[src/rtl/ipsxe_floating_point_pkg.sv]
// Shared constants and types for the floating-point core input stages.
package ipsxe_floating_point_pkg;

  localparam int unsigned OpWidth   = 8;
  localparam int unsigned SkidDepth = 2;

  typedef logic [1:0] count_t;

  localparam count_t SkidFull = 2'd2;

endpackage

[src/rtl/ipsxe_floating_point_skid_v1_0.sv]
// Two-entry skid FIFO with registered ready, explicit pop and a non-empty flag.
module ipsxe_floating_point_skid_v1_0
  import ipsxe_floating_point_pkg::*;
#(
  parameter int unsigned WIDTH = 32
) (
  input  logic             clk,
  input  logic             rst,
  input  logic             in_valid,
  input  logic [WIDTH-1:0] in_data,
  output logic             in_ready,
  input  logic             pop,
  output logic             non_empty,
  output logic [WIDTH-1:0] head
);

  count_t           count_q, count_d;
  logic             ready_q;
  logic [WIDTH-1:0] entry0_q, entry1_q;
  logic             wr, rd;

  assign wr        = in_valid & ready_q;
  assign rd        = pop & non_empty;
  assign non_empty = (count_q != 2'd0);
  assign in_ready  = ready_q;
  assign head      = entry0_q;

  always_comb begin
    count_d = count_q;
    case ({wr, rd})
      2'b10:   count_d = count_q + 2'd1;
      2'b01:   count_d = count_q - 2'd1;
      default: count_d = count_q;
    endcase
  end

  always_ff @(posedge clk) begin
    if (rst) begin
      count_q  <= 2'd0;
      ready_q  <= 1'b0;
      entry0_q <= '0;
      entry1_q <= '0;
    end else begin
      count_q <= count_d;
      ready_q <= (count_d < SkidFull);
      if (rd) begin
        // A write alongside a pop only happens at count 1, so it lands at the head.
        entry0_q <= (count_q == SkidFull) ? entry1_q : in_data;
      end else if (wr) begin
        if (count_q == 2'd0) entry0_q <= in_data;
        else                 entry1_q <= in_data;
      end
    end
  end

endmodule

[src/rtl/ipsxe_floating_point_in_join_v1_0.sv]
// AXI4-Stream input join: buffers A, B, OPERATION and emits one aligned registered beat.
// Optional tlast support via IPSXE_FLOATING_POINT_JOIN_TLAST_EN.
module ipsxe_floating_point_in_join_v1_0
  import ipsxe_floating_point_pkg::*;
#(
  parameter int unsigned DATA_WIDTH    = 32,
  parameter int unsigned HAS_B         = 1,
  parameter int unsigned HAS_OPERATION = 1
) (
  input  logic                  i_aclk,
  input  logic                  i_rst,
  input  logic                  i_axi4s_a_tvalid,
  input  logic [DATA_WIDTH-1:0] i_axi4s_a_tdata,
  output logic                  o_axi4s_a_tready,
  input  logic                  i_axi4s_b_tvalid,
  input  logic [DATA_WIDTH-1:0] i_axi4s_b_tdata,
  output logic                  o_axi4s_b_tready,
  input  logic                  i_axi4s_operation_tvalid,
  input  logic [OpWidth-1:0]    i_axi4s_operation_tdata,
  output logic                  o_axi4s_operation_tready,
  output logic                  o_valid,
  input  logic                  i_ready,
  output logic [DATA_WIDTH-1:0] o_a_tdata,
  output logic [DATA_WIDTH-1:0] o_b_tdata,
`ifdef IPSXE_FLOATING_POINT_JOIN_TLAST_EN
  input  logic                  i_axi4s_a_tlast,
  input  logic                  i_axi4s_b_tlast,
  input  logic                  i_axi4s_operation_tlast,
  output logic                  o_tlast,
`endif
  output logic [OpWidth-1:0]    o_operation_tdata
);

`ifdef IPSXE_FLOATING_POINT_JOIN_TLAST_EN
  localparam int unsigned LastW = 1;
`else
  localparam int unsigned LastW = 0;
`endif
  localparam int unsigned DW = DATA_WIDTH + LastW;
  localparam int unsigned OW = OpWidth + LastW;

  logic [DW-1:0] a_in, a_head, b_in, b_head;
  logic [OW-1:0] op_in, op_head;
  logic          a_ne, b_ne, op_ne;
  logic          join_ok, load;

`ifdef IPSXE_FLOATING_POINT_JOIN_TLAST_EN
  assign a_in  = {i_axi4s_a_tlast, i_axi4s_a_tdata};
  assign b_in  = {i_axi4s_b_tlast, i_axi4s_b_tdata};
  assign op_in = {i_axi4s_operation_tlast, i_axi4s_operation_tdata};
`else
  assign a_in  = i_axi4s_a_tdata;
  assign b_in  = i_axi4s_b_tdata;
  assign op_in = i_axi4s_operation_tdata;
`endif

  ipsxe_floating_point_skid_v1_0 #(.WIDTH(DW)) u_skid_a (
    .clk       (i_aclk),
    .rst       (i_rst),
    .in_valid  (i_axi4s_a_tvalid),
    .in_data   (a_in),
    .in_ready  (o_axi4s_a_tready),
    .pop       (load),
    .non_empty (a_ne),
    .head      (a_head)
  );

  // Disabled channels look permanently full of zeros so the join only waits on live ones.
  if (HAS_B != 0) begin : g_b
    ipsxe_floating_point_skid_v1_0 #(.WIDTH(DW)) u_skid_b (
      .clk       (i_aclk),
      .rst       (i_rst),
      .in_valid  (i_axi4s_b_tvalid),
      .in_data   (b_in),
      .in_ready  (o_axi4s_b_tready),
      .pop       (load),
      .non_empty (b_ne),
      .head      (b_head)
    );
  end else begin : g_no_b
    assign o_axi4s_b_tready = 1'b0;
    assign b_ne             = 1'b1;
    assign b_head           = '0;
  end

  if (HAS_OPERATION != 0) begin : g_op
    ipsxe_floating_point_skid_v1_0 #(.WIDTH(OW)) u_skid_op (
      .clk       (i_aclk),
      .rst       (i_rst),
      .in_valid  (i_axi4s_operation_tvalid),
      .in_data   (op_in),
      .in_ready  (o_axi4s_operation_tready),
      .pop       (load),
      .non_empty (op_ne),
      .head      (op_head)
    );
  end else begin : g_no_op
    assign o_axi4s_operation_tready = 1'b0;
    assign op_ne                    = 1'b1;
    assign op_head                  = '0;
  end

  assign join_ok = a_ne & b_ne & op_ne;
  assign load    = join_ok & (~o_valid | i_ready);

  always_ff @(posedge i_aclk) begin
    if (i_rst) begin
      o_valid           <= 1'b0;
      o_a_tdata         <= '0;
      o_b_tdata         <= '0;
      o_operation_tdata <= '0;
`ifdef IPSXE_FLOATING_POINT_JOIN_TLAST_EN
      o_tlast           <= 1'b0;
`endif
    end else if (load) begin
      o_valid           <= 1'b1;
      o_a_tdata         <= a_head[DATA_WIDTH-1:0];
      o_b_tdata         <= b_head[DATA_WIDTH-1:0];
      o_operation_tdata <= op_head[OpWidth-1:0];
`ifdef IPSXE_FLOATING_POINT_JOIN_TLAST_EN
      o_tlast           <= a_head[DATA_WIDTH] | b_head[DATA_WIDTH] | op_head[OpWidth];
`endif
    end else if (i_ready) begin
      o_valid <= 1'b0;
    end
  end

endmodule

[config.mk]
export PLATFORM = sky130hd
export DESIGN_NAME = ipsxe_floating_point_in_join_v1_0
export DESIGN_NICKNAME = d
export VERILOG_FILES = /design/src/rtl/ipsxe_floating_point_pkg.sv /design/src/rtl/ipsxe_floating_point_skid_v1_0.sv /design/src/rtl/ipsxe_floating_point_in_join_v1_0.sv
export SDC_FILE = /design/constraint.sdc
export NUM_CORES = 1
export LEC_CHECK = 0
export CELL_PAD_IN_SITES_DETAIL_PLACEMENT = 1
export CELL_PAD_IN_SITES_GLOBAL_PLACEMENT = 1
export CORE_ASPECT_RATIO = 0.8
export CORE_MARGIN = 8
export CORE_UTILIZATION = 44
export CTS_BUF_LIST = sky130_fd_sc_hd__clkbuf_2 sky130_fd_sc_hd__clkbuf_4 sky130_fd_sc_hd__clkbuf_8
export CTS_CLUSTER_SIZE = 10
export DETAILED_ROUTE_END_ITERATION = 12
export GPL_ROUTABILITY_DRIVEN = 1
export PLACE_DENSITY = 0.89
export SLEW_MARGIN = 5
export SYNTH_ARGS = -nofsm -noshare
export SYNTH_HDL_FRONTEND = slang
export SYNTH_SLANG_ARGS = --single-unit
[constraint.sdc]
create_clock -name i_aclk -period 2.95 [get_ports i_aclk]
set_input_delay 0.59 -clock i_aclk [delete_from_list [all_inputs] [get_ports i_aclk]]
set_output_delay 0.59 -clock i_aclk [all_outputs]
set_load 0.02 [all_outputs]
# After elaboration in Yosys (flattened, before gate mapping)
# Cells that the tools add are included.
# totals
ff_bits	226
input_bits	78
# op_classes
bitwise_logic	17
n_reduce_logical	19
addsub	6
muxes	17
order_cmp	3
n_eq_ne	9
# ops
operator	n
32-bit two-way mux	8
8-bit two-way mux	4
2-bit nonzero test	10
2-bit equality test, second input constant	6
2-bit case mux with 2 select lines	3
1-bit bitwise AND	9
3-bit AND reduction	3
1-bit inverter	7
2-bit by 1-bit adder with 2-bit output, second input constant	3
2-bit by 1-bit equality test with 1-bit output, second input constant	3
2-bit logical NOT	3
2-bit < comparator, second input constant	3
2-bit AND reduction	3
2-bit by 1-bit subtractor with 2-bit output, second input constant	3
1-bit two-way mux	2
1-bit OR	1

# Longest topological paths before layout
# Gate-level depths: netlist of the first run.
# depth
depth_word	8
ltp_mapped	10
mapped_depth_nobuf	8

# Cells and area by module
# From an unflattened synthesis of the first run, not the netlist that was laid out.
# hier_totals
cells_unflattened	1023
area_unflattened_um2	9730.6
# modules_own_cells
mod	cells_per_inst	area_per_inst_um2	n_inst	seq_area_each_um2
ipsxe_floating_point_skid_v1_0 at g_b.u_skid_b ...	308	2767.7	2	1341.3
ipsxe_floating_point_in_join_v1_0	317	3354.5	1	1461.4
ipsxe_floating_point_skid_v1_0 at g_op.u_skid_op	90	840.8	1	380.4

# Least setup slack after synthesis of the first run
# No wires, ideal clock.
# synth_timing
path_kind	input port to flip-flop
startpoint	input i_ready
endpoint	register u_skid_a.ready_q (netlist: u_skid_a.in_ready)
arrival_ns	2.030
path_slack_ns	0.793
path_stages	9
setup_ns	0.127
required_time_ns	2.823
n_path_buf	2
path_cell_list	nand2b_1 -> buf_2 -> nand3_1 -> clkbuf_1 -> inv_1 -> ha_1 -> nor2_1 -> xnor2_1 -> nor2b_1
# synth_via
elab_chain_len	6
word_cells_on_any_way	7
# synth_lines
element	line	text
start, declared	ipsxe_floating_point_in_join_v1_0.sv:22	input logic i_ready,
1-bit OR (*)	ipsxe_floating_point_in_join_v1_0.sv:104	assign load = join_ok & (~o_valid | i_ready);
1-bit bitwise AND (*)	ipsxe_floating_point_in_join_v1_0.sv:104	
1-bit bitwise AND (*)	ipsxe_floating_point_skid_v1_0.sv:23	assign rd = pop & non_empty;
2-bit by 1-bit equality test with 1-bit output or 2-bit equality test (tied branches)	ipsxe_floating_point_skid_v1_0.sv:30	case ({wr, rd})
2-bit case mux with 2 select lines (*)	ipsxe_floating_point_skid_v1_0.sv:30	
2-bit < comparator (*)	ipsxe_floating_point_skid_v1_0.sv:45	ready_q <= (count_d < SkidFull);
end signal, assigned	ipsxe_floating_point_skid_v1_0.sv:45	
end, declared	ipsxe_floating_point_skid_v1_0.sv:18	logic ready_q;
# Mark *: on every way between the ends. The rest lies on a longest branch, timed or not.
# A chain may end at the register's enable or synchronous reset.

# Final worst setup path of the first run
# layout_timing
startpoint	register g_op.u_skid_op.ready_q (netlist: g_op.u_skid_op.in_ready)
endpoint	output o_axi4s_operation_tready
# layout_lines
element	line	text
start, declared	ipsxe_floating_point_skid_v1_0.sv:18	
start signal, assigned	ipsxe_floating_point_skid_v1_0.sv:45	
end, declared	ipsxe_floating_point_in_join_v1_0.sv:20	output logic o_axi4s_operation_tready,
# No word-level cell between the ends.

==> results.py, run 1 <==
metrics = {
    "timing": {
        "tightestPinTransition_ns": 0.866,
        "final_max_slew_viol_count": 0,
        "post-route-min-period_ns": 2.20,
        "finalCritPeriodShare_pct": 74.6,
        "setup-violations-final": 0,
        "clock_skew_ns": 0.0311,
        "fmax_mhz": 454,
        "finalSetupTns_ns": 0,
        "hold_viol_final": 0,
        "rsz0062_at_grt": "false",
        "maxSlewHeadroom_pct": 42.0,
        "worst_slack_ns": 0.750,
    },
    "synthesis": {
        "syn_avg_cell_area_um2": 8.30,
        "yosys-top-cells-area": "dfxtp_1, nand2_1, a21oi_1, a311oi_2, nor2_1",
        "synth_cell_types": 45,
        "ys.flop_type": "dfxtp_1",
        "synth.largest_area_cell": "dfxtp_1",
        "ys_ff_latch": 226,
        "seq_area_frac_synth_pct": 50.3,
        "syn_area_um2": 9000,
        "synth_nets": 1165,
        "yosysWarnings": 0,
        "synthArstFlopShare_pct": 0,
        "netlist_instances": 1084,
        "netlist.area_leader.share_pct": 50.3,
        "synth_edf_count": 0,
    },
    "job": {
        "drv_cap": 0,
    },
    "critical_path": {
        "path_cells": "clkdlybuf4s50_1",
        "cp_num_buf_inv": 1,
        "crit_family": "buffers and inverters",
        "crit_fanout": 4,
        "slowest_delay_ns": 0.68,
        "cpMaxStageDelayCell": "clkdlybuf4s50_1",
        "reg2reg_from": "g_op.u_skid_op.count_q[0]",
        "setup.worst_path.class": "reg2out",
        "crit_start": "g_op.u_skid_op.in_ready",
        "worstPathRequired_ns": 2.36,
        "crit_path_end_kind": "primary output",
        "critPathLaunchType": "flop",
        "worstPathArrival_ns": 1.61,
    },
    "detailed_routing": {
        "detail_route.wl_per_cell_um": 17.9,
        "drc": 0,
        "ant_nets": 0,
        "routed_wl_um": 27200,
        "drt_iter0_markers": 412,
        "dr.pass1.iters": 4,
        "vias": 8086,
        "vias_per_cell": 5.34,
    },
    "pwr": {
        "p_leak_nw": 4.00,
        "power_density_nw_per_um2": 614,
        "irDropWorstVdd_mv": 0.393,
    },
    "floorplanning": {
        "initial_core_util_pct": 45.1,
        "die_area_um2": 25300,
        "die_width_um": 176,
        "row_count": 46,
        "core_area_um2": 20000,
        "ioPinCount": 154,
        "die_y_um": 144,
    },
    "placement": {
        "place_congestion": 0.742,
        "port_buffers": 153,
        "hpwl_um": 17900,
        "postPlaceCellArea_um2": 10800,
        "placed_cells": 1444,
        "dp_slack_ns": 0.282,
    },
    "grt": {
        "grt_pass1_vias": 8775,
        "grt_max_degree": 93,
        "grtUsageTotal_pct": 21.5,
        "antenna_found_initial": 0,
        "gr-total-overflow": 0,
        "grt_pass1_wl_um": 44200,
    },
    "clocking": {
        "clock_latency_ns": 0.55,
        "clockBufferDepth": 3,
        "clockRootBuffer": "clkbuf_8",
        "path_clk_slew_ns": 0.06,
        "clkSinkCount": 226,
        "cts_made_buffers": 39,
        "cts_setup_buffers": 0,
        "cts_resized": 0,
        "h-tree-depth": 2,
        "cts_tree": "done",
        "cts_hold_buffers": 0,
    },
    "worst_hold_path": {
        "hp-class": "reg2reg",
        "hold_start": "o_b_tdata[16]",
    },
    "outcome": {
        "status": "finished clean",
    },
    "cells_and_area": {
        "syn_to_final_growth_pct": 29.1,
        "drive_above_1_share_pct": 12.2,
        "num-nets-final": 1302,
        "instances_no_fill": 1515,
        "final_cell_area_um2": 11600,
        "fillers": 2364,
    },
}
==> synth_stat cells (2+ instances only) <==
| cell type | instances |
|---|---|
| inv_1 | 2 |
| mux2_2 | 11 |
| nor2b_1 | 7 |
| ha_1 | 3 |
| buf_2 | 37 |
| clkbuf_1 | 33 |
| a21oi_1 | 145 |
| buf_4 | 11 |
| mux2i_1 | 14 |
| nand4bb_1 | 2 |
| nor2_1 | 82 |
| buf_6 | 2 |
| a22oi_1 | 8 |
| a211oi_1 | 8 |
| a311oi_1 | 28 |
| nand2b_1 | 2 |
| xor2_1 | 3 |
| dfxtp_1 | 226 |
| xnor2_1 | 6 |
| nand2_1 | 399 |
| o31ai_2 | 2 |
| a311oi_2 | 30 |
==> final cells by class <==
class	instances	area [um^2]	share of cell area, %
Antenna cell	1	2.50	0.0215
Clock buffer	63	786	6.76
Clock inverter	7	85.1	0.732
Inverter	3	11.3	0.0969
Multi-Input combinational cell	771	4100	35.3
Sequential cell	226	4520	38.9
Tap cell	264	330	2.84
Timing Repair Buffer	180	1790	15.4
==> report_power, final <==
part / internal [mW] / switching, mW / leakage (nW)
logic: 0.314 / 0.406 / 1.70
clock network: 1.86 / 1.26 / 0.467
registers: 3.20 / 0.0953 / 1.84
==> path summary, 6_finish.rpt <==
path / to / slack (ns) / cells after the start
min reg2reg: o_b_tdata[16] / 0.45 / 2
min: o_b_tdata[16] / 0.45 / 2
max reg2reg: g_b.u_skid_b.in_ready / 0.76 / 8
max: o_axi4s_operation_tready / 0.75 / 1
==> cells in the final DEF (no fill, tap or decap), drive strengths merged, types with 2 or more instances in the layout <==
master and instances:
ha 3, dfxtp 226, nor2 82, buf 27, o31ai 3, nor3 2, a21oi 145, clkdlybuf4s50 152
nand2b 2, xnor2 6, mux2 11, o2111a 2, nand2 399, a31oi 2, mux2i 14, xor2 3
a22oi 8, inv 3, nor2b 7, a211oi 9, clkinv 5, nand4bb 2, bufinv 2, a311oi 58
clkbuf 64
==> registers in the layout, summed over array words and instances (netlist names), 8 cells and up, named ones only <==
name and count:
o_a_tdata 32, g_op.u_skid_op.entry1_q 8, g_b.u_skid_b.head 32, u_skid_a.head 32, g_b.u_skid_b.entry1_q 32, o_b_tdata 32
o_operation_tdata 8, g_op.u_skid_op.head 8, u_skid_a.entry1_q 32
==> per-layer routing <==
layer / part of all wire, % / vias up / GRT usage [%]
met5: 0 / - / 0
met2: 50 / 174 / 38.3
met4: 2.2 / 0 / 7.12
li1: - / 3918 / -
met1: 43 / 3954 / 25.3
met3: 4.7 / 40 / 5.01
==> logic make-up after synthesis <==
kind of cell / count (synthesis) / share of synthesized area (%)
xor+xnor: 9 / 0.876
buf+inv: 87 / 4.77
fa+ha+maj: 3 / 0.417
flops: 226 / 50.3
simple gates: 499 / 21.5
mux: 25 / 2.93
compound gates: 235 / 19.3
==> through the flow <==
| stage | hold slack [ns] | util [%] | total power, mW |
|---|---|---|---|
| 6_report | 0.454 | 58.2 | 7.14 |
| 2_1_floorplan | 0.432 | - | 3.80 |
| 4_1_cts | 0.455 | 58.2 | 7.23 |
| 3_5_place_dp | 0.447 | 53.8 | 4.08 |
| 5_1_grt | 0.472 | 58.2 | 7.44 |
| 3_3_place_gp | 0.439 | 53.8 | 4.04 |
No activity file was read; power rests on OpenSTA's default activity.
==> run 2, diff against run 1 <==
--- a/config.mk
+++ b/config.mk
@@ -9,12 +9,12 @@
 export CELL_PAD_IN_SITES_GLOBAL_PLACEMENT = 1
 export CORE_ASPECT_RATIO = 0.8
 export CORE_MARGIN = 8
-export CORE_UTILIZATION = 44
+export CORE_UTILIZATION = 37
 export CTS_BUF_LIST = sky130_fd_sc_hd__clkbuf_2 sky130_fd_sc_hd__clkbuf_4 sky130_fd_sc_hd__clkbuf_8
 export CTS_CLUSTER_SIZE = 10
 export DETAILED_ROUTE_END_ITERATION = 12
 export GPL_ROUTABILITY_DRIVEN = 1
-export PLACE_DENSITY = 0.89
+export PLACE_DENSITY = 0.8
 export SLEW_MARGIN = 5
 export SYNTH_ARGS = -nofsm -noshare
 export SYNTH_HDL_FRONTEND = slang
==> constraint.sdc (replaced) <==
create_clock -name i_aclk -period 2 [get_ports i_aclk]
set_input_delay 0.4 -clock i_aclk [delete_from_list [all_inputs] [get_ports i_aclk]]
set_output_delay 0.4 -clock i_aclk [all_outputs]
set_load 0.02 [all_outputs]
==> run 2 against run 1 <==
Compared with the run above:
- clock power is 47% higher
- core utilization is 7.8 points lower
- cell count is 5.9% higher
- power is 49% higher
- flip-flop and latch count stayed put
- count of clock-buffer cells in the layout is 1 higher
- sequential power is 47% higher
- highest routed layer is now met5
- largest power group unchanged
- largest cell class unchanged
- critical endpoint is now o_valid
- worst setup slack worse by 0.70 ns
- sequential share of layout area is 1.7 points lower
==> results.py, run 2 (synthesis gave the netlist of run 1 again) <==
metrics = {
    "outcome": {
        "status": "finished clean",
    },
    "floorplanning": {
        "initial_core_util_pct": 37.3,
        "die_width_um": 190,
        "row_count": 51,
        "ioPinCount": 154,
        "die_area_um2": 29600,
        "die_y_um": 156,
        "core_area_um2": 24100,
    },
    "timing": {
        "tightestPinTransition_ns": 0.478,
        "maxSlewHeadroom_pct": 68.1,
        "fmax_mhz": 514,
        "final_max_slew_viol_count": 0,
        "hold_viol_final": 0,
        "rsz0062_at_grt": "false",
        "finalCritPeriodShare_pct": 97.3,
        "setup-violations-final": 0,
        "post-route-min-period_ns": 1.95,
        "hold_slack_ns": 0.341,
        "clock_skew_ns": 0.0257,
    },
    "critical_path": {
        "worstPathArrival_ns": 1.55,
        "setup.worst_path.class": "reg2out",
        "crit_start": "o_valid",
        "reg2reg_depth": 7,
        "path_depth": 1,
        "cp-endpoint": "o_valid",
        "timing.rr.end": "u_skid_a.in_ready",
        "cp_num_buf_inv": 1,
        "slowest_delay_ns": 0.63,
        "cpMaxStageDelayCell": "clkdlybuf4s50_1",
        "worstPathRequired_ns": 1.60,
        "r2r_slack_ns": 0.22,
        "critPathLaunchType": "flop",
        "crit_path_end_kind": "primary output",
        "path_cells": "clkdlybuf4s50_1",
        "crit_fanout": 3,
        "crit_family": "buffers and inverters",
    },
    "clocking": {
        "cts_made_buffers": 39,
        "cts_hold_buffers": 0,
        "cts_setup_buffers": 0,
        "clkSinkCount": 226,
        "clockBufferDepth": 3,
        "clock_latency_ns": 0.52,
        "clockRootBuffer": "clkbuf_8",
        "h-tree-depth": 2,
        "cts_tree": "done",
        "path_clk_slew_ns": 0.06,
    },
    "cells_and_area": {
        "syn_to_final_growth_pct": 35.0,
        "drive_above_1_share_pct": 14.6,
        "final_common_cell": "nand2_1",
        "fillers": 2839,
        "antennaDiodeCount": 0,
        "final_cell_mix": "nand2_1, dfxtp_1, clkdlybuf4s50_1",
        "num-nets-final": 1338,
        "final_cell_area_um2": 12200,
    },
    "placement": {
        "postPlaceCellArea_um2": 11300,
        "place_congestion": 0.746,
        "port_buffers": 153,
        "hpwl_um": 18200,
    },
    "grt": {
        "antenna_found_initial": 1,
        "grt_max_degree": 52,
        "grtUsageTotal_pct": 17.9,
        "grt_pass1_wl_um": 43800,
        "gr-total-overflow": 0,
        "grt_pass1_vias": 8567,
    },
    "detailed_routing": {
        "drt_iter0_markers": 352,
        "dr.pass1.iters": 4,
        "ant_nets": 0,
        "detail_route.wl_per_cell_um": 16.8,
        "vias": 8072,
        "vias_per_cell": 5.03,
        "routed_wl_um": 27000,
        "drc": 0,
    },
    "pwr": {
        "power_density_nw_per_um2": 872,
        "p_leak_nw": 4.28,
        "irDropWorstVdd_mv": 0.382,
    },
    "worst_hold_path": {
        "hp-class": "in2reg",
    },
    "job": {
        "drv_cap": 0,
    },
}
run 2: changes by cell type in the layout (fill, tap and decap cells not counted), moves of 2 or more:
cell,previous run,this run
buf_12,4,19
buf_4,23,44
clkbuf_4,13,16
clkbuf_8,51,49
clkdlybuf4s50_1,152,147
clkinv_2,5,3
dlygate4sd2_1,0,2
dlymetal6s2s_1,0,3
run 2: final cells by class:
class / count / area (um^2) / area share [%]
sequential: 226 / 4520 / 37.2
multi-input combinational: 771 / 4100 / 33.7
timing repair buffer: 216 / 2250 / 18.5
clock buffer: 64 / 781 / 6.43
tap: 318 / 398 / 3.27
clock inverter: 6 / 86.3 / 0.710
inverter: 3 / 12.5 / 0.103
run 2: worst min-delay path by stage:
stage / from / to / slack, ns / cells past startpoint
floorplan: u_skid_a.head[11] / o_a_tdata[11] / 0.43 / 2
global placement: u_skid_a.head[10] / o_a_tdata[10] / 0.44 / 2
detailed placement: u_skid_a.head[30] / o_a_tdata[30] / 0.45 / 2
CTS: i_rst / u_skid_a.count_q[0] / 0.31 / 2
global route: i_rst / u_skid_a.in_ready / 0.34 / 2
finish: i_rst / flop / 0.34 / 2
run 2: repair_timing:
action                                  in CTS  in global routing
endpoints found under the setup margin       2                  3
resized for setup                            2                  3
pin swaps                                    0                  0
cloned                                       0                  0
run 2: power by group:
part | internal (mW) | switching [mW] | leakage (nW) | total (mW)
Combinational | 0.552 | 0.635 | 1.98 | 1.19
Clock | 2.73 | 1.85 | 0.459 | 4.58
Sequential | 4.72 | 0.117 | 1.84 | 4.84
Total | 8.00 | 2.60 | 4.28 | 10.6
run 2: through the flow:
step                      cells  TNS, ns  util, %  setup WS (ns)  total power, mW
final                      1604        0     50.4         0.0534             10.6
after global routing       1604        0     50.4        0.00463             11.1
after CTS                  1604        0     50.3        0.00506             10.8
after detailed placement   1534   -20.78     46.8         -0.265             6.12
after global placement     1534   -14.15     46.8         -0.159             6.07
after floorplan            1084        0        -        0.00953             5.60
run 2: metal layers:
metal  vias to the layer above  wire length (um)  track usage (%)
li1                       3987                 -                -
met1                      3910             12600             22.9
met2                       138             12900             30.0
met3                        35              1170             3.78
met4                         2               353             4.72
met5                         -                11                0
